`src/rtl/fetch_pkg.sv`:
```
// Shared types and constants for the instruction-fetch stage.
package fetch_pkg;

    localparam logic [31:0] NOP_INSTR = 32'h0000_0013;
    localparam logic [31:0] PC_INCR   = 32'd4;

    typedef enum logic [1:0] {
        FETCH = 2'd0,
        WAIT  = 2'd1,
        KILL  = 2'd2
    } fetch_state_e;

    typedef struct packed {
        logic [31:0] instr;
        logic [31:0] pc;
        logic [31:0] pc_four;
        logic        valid;
    } if_id_t;

    function automatic logic [31:0] incr_pc(input logic [31:0] p);
        return p + PC_INCR;
    endfunction

endpackage

```
`src/rtl/fetch_resp_buf.sv`:
```
// One-entry skid buffer that parks a response arriving while decode is stalled.
module fetch_resp_buf
    import fetch_pkg::*;
(
    input  logic   i_clk,
    input  logic   i_rst,
    input  logic   push,
    input  logic   pop,
    input  logic   clear,
    input  if_id_t din,
    output if_id_t dout,
    output logic   full
);

    if_id_t data_q;

    // NOTE: sequential state uses non-blocking assignments so every flop samples pre-edge values.
    always_ff @(posedge i_clk or negedge i_rst) begin
        if (!i_rst) begin
            full <= 1'b0;
        end else if (clear) begin
            full <= 1'b0;
        end else if (push) begin
            full <= 1'b1;
        end else if (pop) begin
            full <= 1'b0;
        end
    end

    // NOTE: the payload is not reset; it is only ever read while full is set.
    always_ff @(posedge i_clk) begin
        if (push) begin
            data_q <= din;
        end
    end

    assign dout = data_q;

endmodule

```
`src/rtl/fetch_unit.sv`:
```
// IF stage: issues the PC to instruction memory, squashes wrong-path responses, owns IF/ID.
module fetch_unit
    import fetch_pkg::*;
(
    input  logic        i_clk,
    input  logic        i_rst,
    input  logic [31:0] pc,
    input  logic        br_sel,
    input  logic        StallD,
    input  logic        FlushD,
    output logic [31:0] pc_four,
    output logic        StallF,
    output logic        o_imem_req,
    output logic [31:0] o_imem_addr,
    input  logic        i_imem_gnt,
    input  logic        i_imem_rvalid,
    input  logic [31:0] i_imem_rdata,
    output logic [31:0] instr_d,
    output logic [31:0] pc_d,
    output logic [31:0] pc_four_d,
    output logic        valid_d
);

    fetch_state_e state_q, state_d;
    logic [31:0]  pc_pend_q;
    if_id_t       if_id_q, if_id_d;
    if_id_t       resp_entry, rb_dout;
    logic         rb_full, rb_push, rb_pop;
    logic         deliver, fire;

    assign pc_four     = incr_pc(pc);
    assign o_imem_addr = pc;

    assign deliver    = (state_q == WAIT) && i_imem_rvalid && !br_sel;
    assign rb_push    = deliver && StallD && !FlushD;
    assign resp_entry = '{instr: i_imem_rdata, pc: pc_pend_q,
                          pc_four: incr_pc(pc_pend_q), valid: 1'b1};

    // A new request may go out only when the slot it would eventually land in is free.
    always_comb begin
        o_imem_req = 1'b0;
        if (!rb_full) begin
            case (state_q)
                FETCH:       o_imem_req = 1'b1;
                WAIT, KILL:  o_imem_req = i_imem_rvalid && !rb_push;
                default:     o_imem_req = 1'b0;
            endcase
        end
    end

    assign fire   = o_imem_req && i_imem_gnt;
    assign StallF = !fire && !br_sel;

    // NOTE: every variable driven here gets a default first, so no latch can be inferred.
    always_comb begin
        state_d = state_q;
        case (state_q)
            FETCH: begin
                if (fire) state_d = br_sel ? KILL : WAIT;
            end
            WAIT: begin
                if (i_imem_rvalid) begin
                    if (fire) state_d = br_sel ? KILL : WAIT;
                    else      state_d = FETCH;
                end else if (br_sel) begin
                    state_d = KILL;
                end
            end
            KILL: begin
                if (i_imem_rvalid) begin
                    if (fire) state_d = br_sel ? KILL : WAIT;
                    else      state_d = FETCH;
                end
            end
            default: state_d = FETCH;
        endcase
    end

    always_ff @(posedge i_clk or negedge i_rst) begin
        if (!i_rst) begin
            state_q   <= FETCH;
            pc_pend_q <= '0;
        end else begin
            state_q <= state_d;
            if (fire && !br_sel) begin
                pc_pend_q <= pc;
            end
        end
    end

    // IF/ID update: flush, then stall, then buffered entry, then direct response, else bubble.
    always_comb begin
        if_id_d = if_id_q;
        rb_pop  = 1'b0;
        if (FlushD) begin
            if_id_d.valid = 1'b0;
            if_id_d.instr = NOP_INSTR;
        end else if (!StallD) begin
            if (rb_full) begin
                if_id_d = rb_dout;
                rb_pop  = 1'b1;
            end else if (deliver) begin
                if_id_d = resp_entry;
            end else begin
                if_id_d.valid = 1'b0;
            end
        end
    end

    always_ff @(posedge i_clk or negedge i_rst) begin
        if (!i_rst) begin
            if_id_q <= '{instr: NOP_INSTR, pc: 32'd0, pc_four: 32'd0, valid: 1'b0};
        end else begin
            if_id_q <= if_id_d;
        end
    end

    fetch_resp_buf u_resp_buf (
        .i_clk (i_clk),
        .i_rst (i_rst),
        .push  (rb_push),
        .pop   (rb_pop),
        .clear (br_sel),
        .din   (resp_entry),
        .dout  (rb_dout),
        .full  (rb_full)
    );

    assign instr_d   = if_id_q.instr;
    assign pc_d      = if_id_q.pc;
    assign pc_four_d = if_id_q.pc_four;
    assign valid_d   = if_id_q.valid;

endmodule

```
`config.mk`:
```
export PLATFORM = sky130hd
export DESIGN_NAME = fetch_unit
export DESIGN_NICKNAME = d
export VERILOG_FILES = /design/src/rtl/fetch_pkg.sv /design/src/rtl/fetch_resp_buf.sv /design/src/rtl/fetch_unit.sv
export SDC_FILE = /design/constraint.sdc
export NUM_CORES = 1
export LEC_CHECK = 0
export ABC_AREA = 1
export CORE_MARGIN = 2
export CORE_UTILIZATION = 35
export CTS_BUF_LIST = sky130_fd_sc_hd__clkbuf_4
export CTS_CLUSTER_DIAMETER = 120
export DETAILED_ROUTE_END_ITERATION = 16
export GPL_TIMING_DRIVEN = 0
export SETUP_SLACK_MARGIN = 0.3
export SYNTH_ARGS = -nofsm -noshare
export SYNTH_HDL_FRONTEND = slang
export SYNTH_SLANG_ARGS = --single-unit
export TNS_END_PERCENT = 20
```
`constraint.sdc`:
```
create_clock -name i_clk -period 4.75 [get_ports i_clk]
set_clock_uncertainty 0.2 [all_clocks]
set_input_delay 0.7125 -clock i_clk [delete_from_list [all_inputs] [get_ports i_clk]]
set_output_delay 0.7125 -clock i_clk [all_outputs]
set_load 0.01 [all_outputs]
```
==> results of run 1 <==
critical path, stage by stage:
cell             delay [ns]
clkdlybuf4s50_1        0.57
ha_1                   0.22
nand2_1                0.07
nor2_2                 0.22
nand3_2                0.14
nor2_2                 0.24
nand2_1                0.14
nor2_2                 0.18
nand4_1                0.11
nand2_1                0.08
clkdlybuf4s50_1        0.54
per-layer routing:
layer | global-route usage | routed length, um | share of wire
met1 | 0.248 | 13300 | 0.44
met2 | 0.325 | 14400 | 0.47
met3 | 0.0460 | 2170 | 0.071
met4 | 0.0644 | 728 | 0.024
met5 | 0 | 0 | 0
power breakdown:
| part | total, mW | internal, mW | switching, mW |
|---|---|---|---|
| sequential | 2.99 | 2.52 | 0.473 |
| combinational | 2.14 | 1.06 | 1.08 |
| clock | 1.66 | 0.890 | 0.770 |
worst paths after layout:
kind,endpoint,slack (ns),cells after the start
worst max register to register,u_resp_buf.dout[89],2.39,7
worst min register to register,u_resp_buf.dout[37],0.24,0
worst min-delay path,u_resp_buf.dout[37],0.24,0
min in group asynchronous,instr_d[21],0.38,2
max in group asynchronous,pc_pend_q[30],3.19,3
worst max-delay path,pc_four[24],0.60,11
synth_stat cells, types with 3 or more instances:
cell type	n
mux2i_1	29
o21ai_0	39
xor2_1	23
nand4_1	40
nand3_2	4
ha_1	6
dfrtp_1	127
nor2_2	7
buf_4	39
nand2_1	362
dfstp_2	3
inv_2	3
xnor2_1	15
nand3_1	32
clkbuf_1	26
nor2_1	138
nand3b_1	9
o21ai_1	4
buf_2	13
inv_1	53
edfxtp_1	94
a31oi_1	37
a21oi_1	28
buf_6	7
nor3_1	15
nor2_4	3
cells by family (layout without fill, tap and decap cells):
logic type | Yosys count | count (layout) | share of synthesized area
fa+ha+maj | 6 | 6 | 0.00701
buf+inv | 143 | 486 | 0.0702
other cells | 0 | 1 | 0
flops | 224 | 224 | 0.568
compound gates | 110 | 110 | 0.0562
xor+xnor | 38 | 38 | 0.0311
simple gates | 613 | 613 | 0.241
mux | 29 | 29 | 0.0271
flip-flops by register name, summed over array words and instances, names as in the netlist:
register         count
u_resp_buf.dout     94
instr_d             32
pc_d                32
pc_pend_q           32
pc_four_d           30
state_q              2
u_resp_buf.full      1
valid_d              1
placed cells by master, fill, tap and decap left out, types with 4 or more instances in the layout:
master	count
clkbuf_4	87
nand4_1	40
mux2i_1	29
dfrtp_1	127
nor3_1	15
clkbuf_1	26
nand2_1	362
buf_2	13
inv_2	4
o21ai_0	39
a21oi_1	28
clkinv_1	19
buf_6	8
ha_1	6
nand3_2	4
o21ai_1	4
edfxtp_1	94
inv_1	52
nand3_1	32
nand3b_1	9
buf_4	39
xnor2_1	15
nor2_2	7
a31oi_1	37
nor2_1	138
xor2_1	23
clkdlybuf4s50_1	231
stage by stage:
stage	instances	cell area, um^2	hold WS (ns)	utilization	setup slack, ns
6_report	1903	14400	0.242	0.473	0.599
5_1_grt	1903	14400	0.257	0.473	0.313
4_1_cts	1902	14400	0.244	0.473	0.557
3_5_place_dp	1793	13600	0.229	0.448	0.564
3_3_place_gp	1791	13500	0.224	0.446	-2.70
2_1_floorplan	1163	10700	0.217	-	1.33
area by class of cell:
| cell class | count | area, um^2 | area share |
|---|---|---|---|
| Antenna cell | 1 | 2.50 | 0.000174 |
| Clock buffer | 87 | 653 | 0.0455 |
| Sequential cell | 224 | 6080 | 0.423 |
| Clock inverter | 21 | 105 | 0.00732 |
| Tap cell | 396 | 495 | 0.0345 |
| Buffer | 87 | 542 | 0.0377 |
| Timing Repair Buffer | 235 | 2390 | 0.166 |
| Inverter | 56 | 213 | 0.0148 |
| Multi-Input combinational cell | 796 | 3880 | 0.270 |
==> results_dict.tcl, run 1 <==
set metrics [dict create \
    clkSlewWorstSetupHoldPaths_ns 0.06 \
    worst-slew-pin-transition_ns 0.757 \
    vdd.ir_drop.worst_mv 0.141 \
    critPathRequiredTime_ns 3.84 \
    yosysUniqueCellTypes 31 \
    drive_above_1_share 0.116 \
    synthesis.yosys.warnings 0 \
    detail_route.drc_violations 0 \
    critical_path_arrival_ns 3.24 \
    placement_rows 64 \
    avgRoutedWirePerCell_um 16.1 \
    floorplan.initialDensity 0.353 \
    detail_route.first_pass.iterations 4 \
    cts_max_level 2 \
    postSynthNetCount 1240 \
    clock.fmax_mhz 241 \
    final_period_minus_worst_setup_slack_ns 4.15 \
    globalRoute.totalOverflow 0 \
    design.portCount 234 \
    largest_net_degree_at_the_start_of_global_routing 78 \
    die_width_um 179 \
    r2r-start "state_q[1]" \
    die-area_um2 32000 \
    initial_antenna_violation_count 1 \
    critPathLaunchType "input pin" \
    finalMaxSlewViolations 0 \
    worst_hold_path_type "flip-flop to flip-flop" \
    first_global_vias 9039 \
    io_buffers 232 \
    holdBufCountCts 1 \
    critical_path.startpoint "pc[2]" \
    ys_top_cells_by_area "dfrtp_1 30%, edfxtp_1 26%, nand2_1 13%, nor2_1 4.8%, buf_4 2.7%" \
    timing.slew.headroom 0.496 \
    crit_path_end_kind "output port" \
    dr.first_iter.drc_count 552 \
    number_of_setup_violations_in_the_final_report 0 \
    yosys.area.top_type "dfrtp_1" \
    final_estimated_routing_congestion_in_global_placement 0.895 \
    grt_first_pass_wirelength_mm 48.5 \
    post_cts.repair.setup_buffers 0 \
    clock-sinks 224 \
    postRouteWirelength_mm 30.6 \
    hold_path.startpoint "pc_pend_q[4]" \
    clock_insertion_delay_worst_skew_ns 0.67 \
    run_status "completed" \
    max_buffers_root_to_sink 3 \
    timing_worst_setup_path_type "input pin to output port" \
    timing_hold_violations_final 0 \
    final_min_period_over_clock_period 0.874 \
    cts_root_buffer "clkbuf_4" \
    hpwlAfterDp_mm 22.8 \
    postSynthAreaPerCell_um2 9.21 \
    postSynthCellCount 1163 \
    max_cap_viol_count 0 \
    gr-usage-all-layers 0.194 \
    totalPowerFinal_mw 6.79 \
    grt_setup_unrepaired "false" \
    critPathMaxFanout 5 \
    numCtsBuffers 57 \
    yosys_most_used_dff "dfrtp_1" \
    detailroute.via_count 8954 \
    synth.yosys.seq_area_share 0.568 \
    synth.ff_latch_count 224 \
    coreArea_um2 30300 \
    power_density_nw_per_um2 473 \
    post_cts_resize_count 0 \
    layout-area-overhead-vs-synth_pct 34.1 \
    antenna_left 0 \
    die_height_um 179 \
    fillCellCount 2940 \
    async_flop_share 0.580 \
    cts_tree "done" \
    synth_enable_flop_cells 94 \
    yosys.area.top_type_share 0.297 \
    setup_tns_ns 0 \
    mappedNetlistArea_um2 10700 \
    cellLeakagePower_nw 6.07 \
    post_layout_net_count 1534 \
    via_per_inst 4.71 \
]
(Power assumes the default switching activity.)
==> inputs of run 2 (changes only) <==
Settings changed: CORE_MARGIN 2 to default.
==> results_dict.tcl, run 2 (same netlist as run 1, synthesis figures left out) <==
set metrics [dict create \
    run_status "completed" \
    globalRoute.totalOverflow 0 \
    timing.slew.headroom 0.532 \
    met2RoutedLength_mm 14.3 \
    critical_path.startpoint "pc[2]" \
    critPathMaxFanout 5 \
    post_layout_net_count 1535 \
    max_cap_viol_count 0 \
    worst_hold_path_type "flip-flop to flip-flop" \
    crit_path_cell_trace "clkdlybuf4s50_1 > ha_1 > nand2_1 > nor2_2 > nand3_2 > nor2_2 > nand2_1 > nor2_2 > xor2_1 > clkdlybuf4s50_1" \
    critPathMaxStageDelay_ns 0.61 \
    reg2reg_depth 7 \
    final_period_minus_worst_setup_slack_ns 4.15 \
    coreArea_um2 29900 \
    critPathRequiredTime_ns 3.84 \
    clock_insertion_delay_worst_skew_ns 0.69 \
    final_estimated_routing_congestion_in_global_placement 0.865 \
    initial_antenna_violation_count 1 \
    timing_hold_violations_final 0 \
    crit_buf_inv 2 \
    critPathLaunchType "input pin" \
    detail_route.first_pass.iterations 5 \
    critical_path.slowest_cell "clkdlybuf4s50_1" \
    dr.max_layer_used "met4" \
    critical_path_arrival_ns 3.23 \
    drive_above_1_share 0.122 \
    largest_net_degree_at_the_start_of_global_routing 80 \
    floorplan.initialDensity 0.358 \
    critPathMostFrequentCell "nor2_2" \
    design.portCount 234 \
    clock-sinks 224 \
    finalMaxSlewViolations 0 \
    gr-usage-all-layers 0.201 \
    wl_met3_mm 2.03 \
    numCtsBuffers 58 \
    worst-path-stages 10 \
    die_width_um 177 \
    via_per_inst 4.76 \
    layout-area-overhead-vs-synth_pct 34.2 \
    fillCellCount 2920 \
    cts_max_level 2 \
    dr.first_iter.drc_count 403 \
    timing_worst_setup_path_type "input pin to output port" \
    clkSlewWorstSetupHoldPaths_ns 0.06 \
    placement_rows 63 \
    layout_common_cells "362 x nand2_1, 231 x clkdlybuf4s50_1, 138 x nor2_1" \
    hpwlAfterDp_mm 22.7 \
    power_density_nw_per_um2 476 \
    clock.fmax_mhz 241 \
    io_buffers 232 \
    largest_register_ff_count 94 \
    route.layer.met1.wl_mm 13.7 \
    cts_root_buffer "clkbuf_4" \
    post_cts_resize_count 0 \
    layout.cells.most_common "nand2_1" \
    die_height_um 177 \
    cp_top_family "buffers and inverters" \
    crit_path_end_kind "output port" \
    critical_path.reg2reg.endpoint "u_resp_buf.dout[30]" \
    postRouteWirelength_mm 30.9 \
    detailroute.via_count 9027 \
    worst-slew-pin-transition_ns 0.701 \
    vdd.ir_drop.worst_mv 0.136 \
    avgRoutedWirePerCell_um 16.3 \
    first_global_vias 9231 \
    post_cts.repair.setup_buffers 0 \
    rrSetupSlack_ns 2.37 \
    r2r-start "state_q[1]" \
    grt_setup_unrepaired "false" \
    die-area_um2 31300 \
    totalPowerFinal_mw 6.85 \
    detail_route.drc_violations 0 \
    antenna_left 0 \
    max_buffers_root_to_sink 3 \
    capture_point_of_the_critical_path "pc_four[20]" \
    setup_tns_ns 0 \
    grt_first_pass_wirelength_mm 49.0 \
    final_min_period_over_clock_period 0.873 \
    cellLeakagePower_nw 6.09 \
    cts_tree "done" \
    number_of_setup_violations_in_the_final_report 0 \
    post-route-util 0.481 \
]
run 2: changes by cell type in the layout (fill, tap and decap cells not counted), sizes merged:
cell,delta
clkinv,-7
clkinvlp,+1
clkbuf,+6
run 2: how the worst min path moves through the flow:
stage | cells after the start | endpoint | start | slack (ns)
6_report | 0 | u_resp_buf.dout[37] | pc_pend_q[4] | 0.24
5_1_grt | 0 | u_resp_buf.dout[37] | pc_pend_q[4] | 0.25
4_1_cts | 0 | u_resp_buf.dout[37] | pc_pend_q[4] | 0.24
3_5_place_dp | 0 | u_resp_buf.dout[37] | pc_pend_q[4] | 0.23
3_3_place_gp | 0 | u_resp_buf.dout[37] | pc_pend_q[4] | 0.22
2_1_floorplan | 0 | instr_d[10] | i_rst | 0.22
run 2: per-layer routing:
layer  global-route usage  vias to the layer above
li1                     -                     4469
met1                0.257                     4206
met2                0.331                      295
met3               0.0479                       57
met4               0.0733                        0
met5                    0                        -
run 2: timing repair:
action                                 CTS  global route
hold buffers                             1             0
setup endpoints to repair                0             0
endpoints found under the hold margin   51             0
run 2: final cells by class:
class	instances	area, um^2	share of cell area
Antenna cell	1	2.50	0.000174
Clock buffer	93	698	0.0486
Buffer	87	542	0.0377
Timing Repair Buffer	235	2390	0.166
Sequential cell	224	6080	0.423
Clock inverter	15	87.6	0.00609
Multi-Input combinational cell	796	3880	0.270
Tap cell	390	488	0.0339
Inverter	56	213	0.0148
run 2: power by group:
group	internal (mW)	switching, mW
Clock	0.939	0.781
Sequential	2.52	0.466
Combinational	1.06	1.09
run 2: worst reg2reg max path, cell delays in order (launching register included):
cell and delay [ns]:
dfrtp_1 0.40, inv_1 0.09, ha_1 0.21, nand2_1 0.12, nor2_1 0.10, nand2_1 0.13, inv_4 0.35, buf_16 0.37
run 2: stage by stage:
stage | instance area, um^2 | setup WS, ns | hold slack [ns] | cells
floorplan | 10700 | 1.33 | 0.217 | 1163
global placement | 13500 | -2.81 | 0.222 | 1785
detailed placement | 13600 | 0.591 | 0.229 | 1787
CTS | 14400 | 0.564 | 0.244 | 1896
global route | 14400 | 0.376 | 0.254 | 1897
finish | 14400 | 0.604 | 0.241 | 1897
==> RTL edit: new RTL, flow settings as in run 2 <==
Re-encode `fetch_state_e` (3 states) as one-hot, 3 bits wide.
--- a/src/rtl/fetch_pkg.sv
+++ b/src/rtl/fetch_pkg.sv
@@ -4,10 +4,10 @@
     localparam logic [31:0] NOP_INSTR = 32'h0000_0013;
     localparam logic [31:0] PC_INCR   = 32'd4;
 
-    typedef enum logic [1:0] {
-        FETCH = 2'd0,
-        WAIT  = 2'd1,
-        KILL  = 2'd2
+    typedef enum logic [2:0] {
+        FETCH = 3'b001,
+        WAIT  = 3'b010,
+        KILL  = 3'b100
     } fetch_state_e;
 
     typedef struct packed {
Formal check against the unedited RTL: same outputs for any inputs over 4 cycles, from zero or initial values and one cycle with i_rst low; so few cycles prove little.
==> RTL edit against run 2 <==
Cell area fell by 0.87%. Routed wire length fell by 2.6%. Worst setup slack got worse by 54 ps. Fmax fell by 1.3%. Area after synthesis fell by 1.2%. Sequential cell count rose by 1. Utilization fell by 0.17 points. Power fell by 3.9%.
==> RTL edit: results (changes against run 2) <==
[placement]
dpl.hpwl_mm = 21.8  ; -4.3%
post_dp_cell_area_um2 = 13500  ; -0.84%
gp_congestion = 0.885  ; +2.3%
portBuffers = 233  ; +0.43%

[global_route]
grt_pass1_wl_mm = 47.4  ; -3.3%
first_global_vias = 8932  ; -3.2%

[synth]
synth_area_um2 = 10600  ; -1.2%
synth_compound_area_share_pct = 6.42  ; +0.80 points
synth.top_cells.by_count = nand2_1, dfrtp_1, nor2_1
synthMuxAreaShare_pct = 2.74  ; +0.032 points
synth_fa_ha_area_share_pct = 0.236  ; -0.46 points
synthArstFlopShare_pct = 58.2  ; +0.19 points

[layout]
n_all_buffers = 315  ; -2.2%
register_area_um2 = 6110  ; +0.43%
final-nonclk-buf-share_pct = 20.2  ; -0.14 points
inverters_excl_clock = 47  ; -16%
clock_area_share_pct = 5.43  ; -0.031 points

[power]
leakagePower_nw = 6.08  ; -0.25%
combPwrFrac_pct = 29.1  ; -2.2 points
seq_power_mw = 2.97  ; about the same

[routing]
top_layer_used = met5
drt-met1-wl_mm = 13.3  ; -2.9%
first_iter_violations = 455  ; +13%
wl_met3_mm = 2.42  ; +19%

[sta]
hold_slack_ps = 272  ; +30.8 ps
tightest_slew_ps = 738  ; +36.6 ps

[status]
status = finished, final reports clean

[worst_setup_path]
cp.arrival_ps = 3290  ; +60 ps

[RTL edit: cell count changes after synthesis, moves of 7 or more]
| cell | before | now |
|---|---|---|
| nand3_1 | 32 | 19 |
| nor2_1 | 138 | 115 |
| xor2_1 | 23 | 30 |
| buf_2 | 13 | 20 |
| nand4_1 | 40 | 18 |
| inv_1 | 53 | 41 |
| buf_6 | 7 | 0 |
| clkbuf_1 | 26 | 13 |
| nand2_1 | 362 | 352 |
[RTL edit: metal layers]
layer  up-vias  global-route usage (%)
li1       4268                       -
met1      4105                    24.9
met2       306                    31.5
met3        54                    5.87
met4         2                    5.76
met5         -                       0
[RTL edit: metrics by stage]
step / cells / TNS [ps] / total power [mW] / setup slack, ps
after floorplan: 1107 / 0 / 3.81 / 1200
after global placement: 1730 / -418670 / 4.89 / -2920
after detailed placement: 1732 / 0 / 4.94 / 533
after CTS: 1839 / 0 / 6.66 / 537
after global routing: 1840 / 0 / 7.01 / 337
final: 1840 / 0 / 6.58 / 551
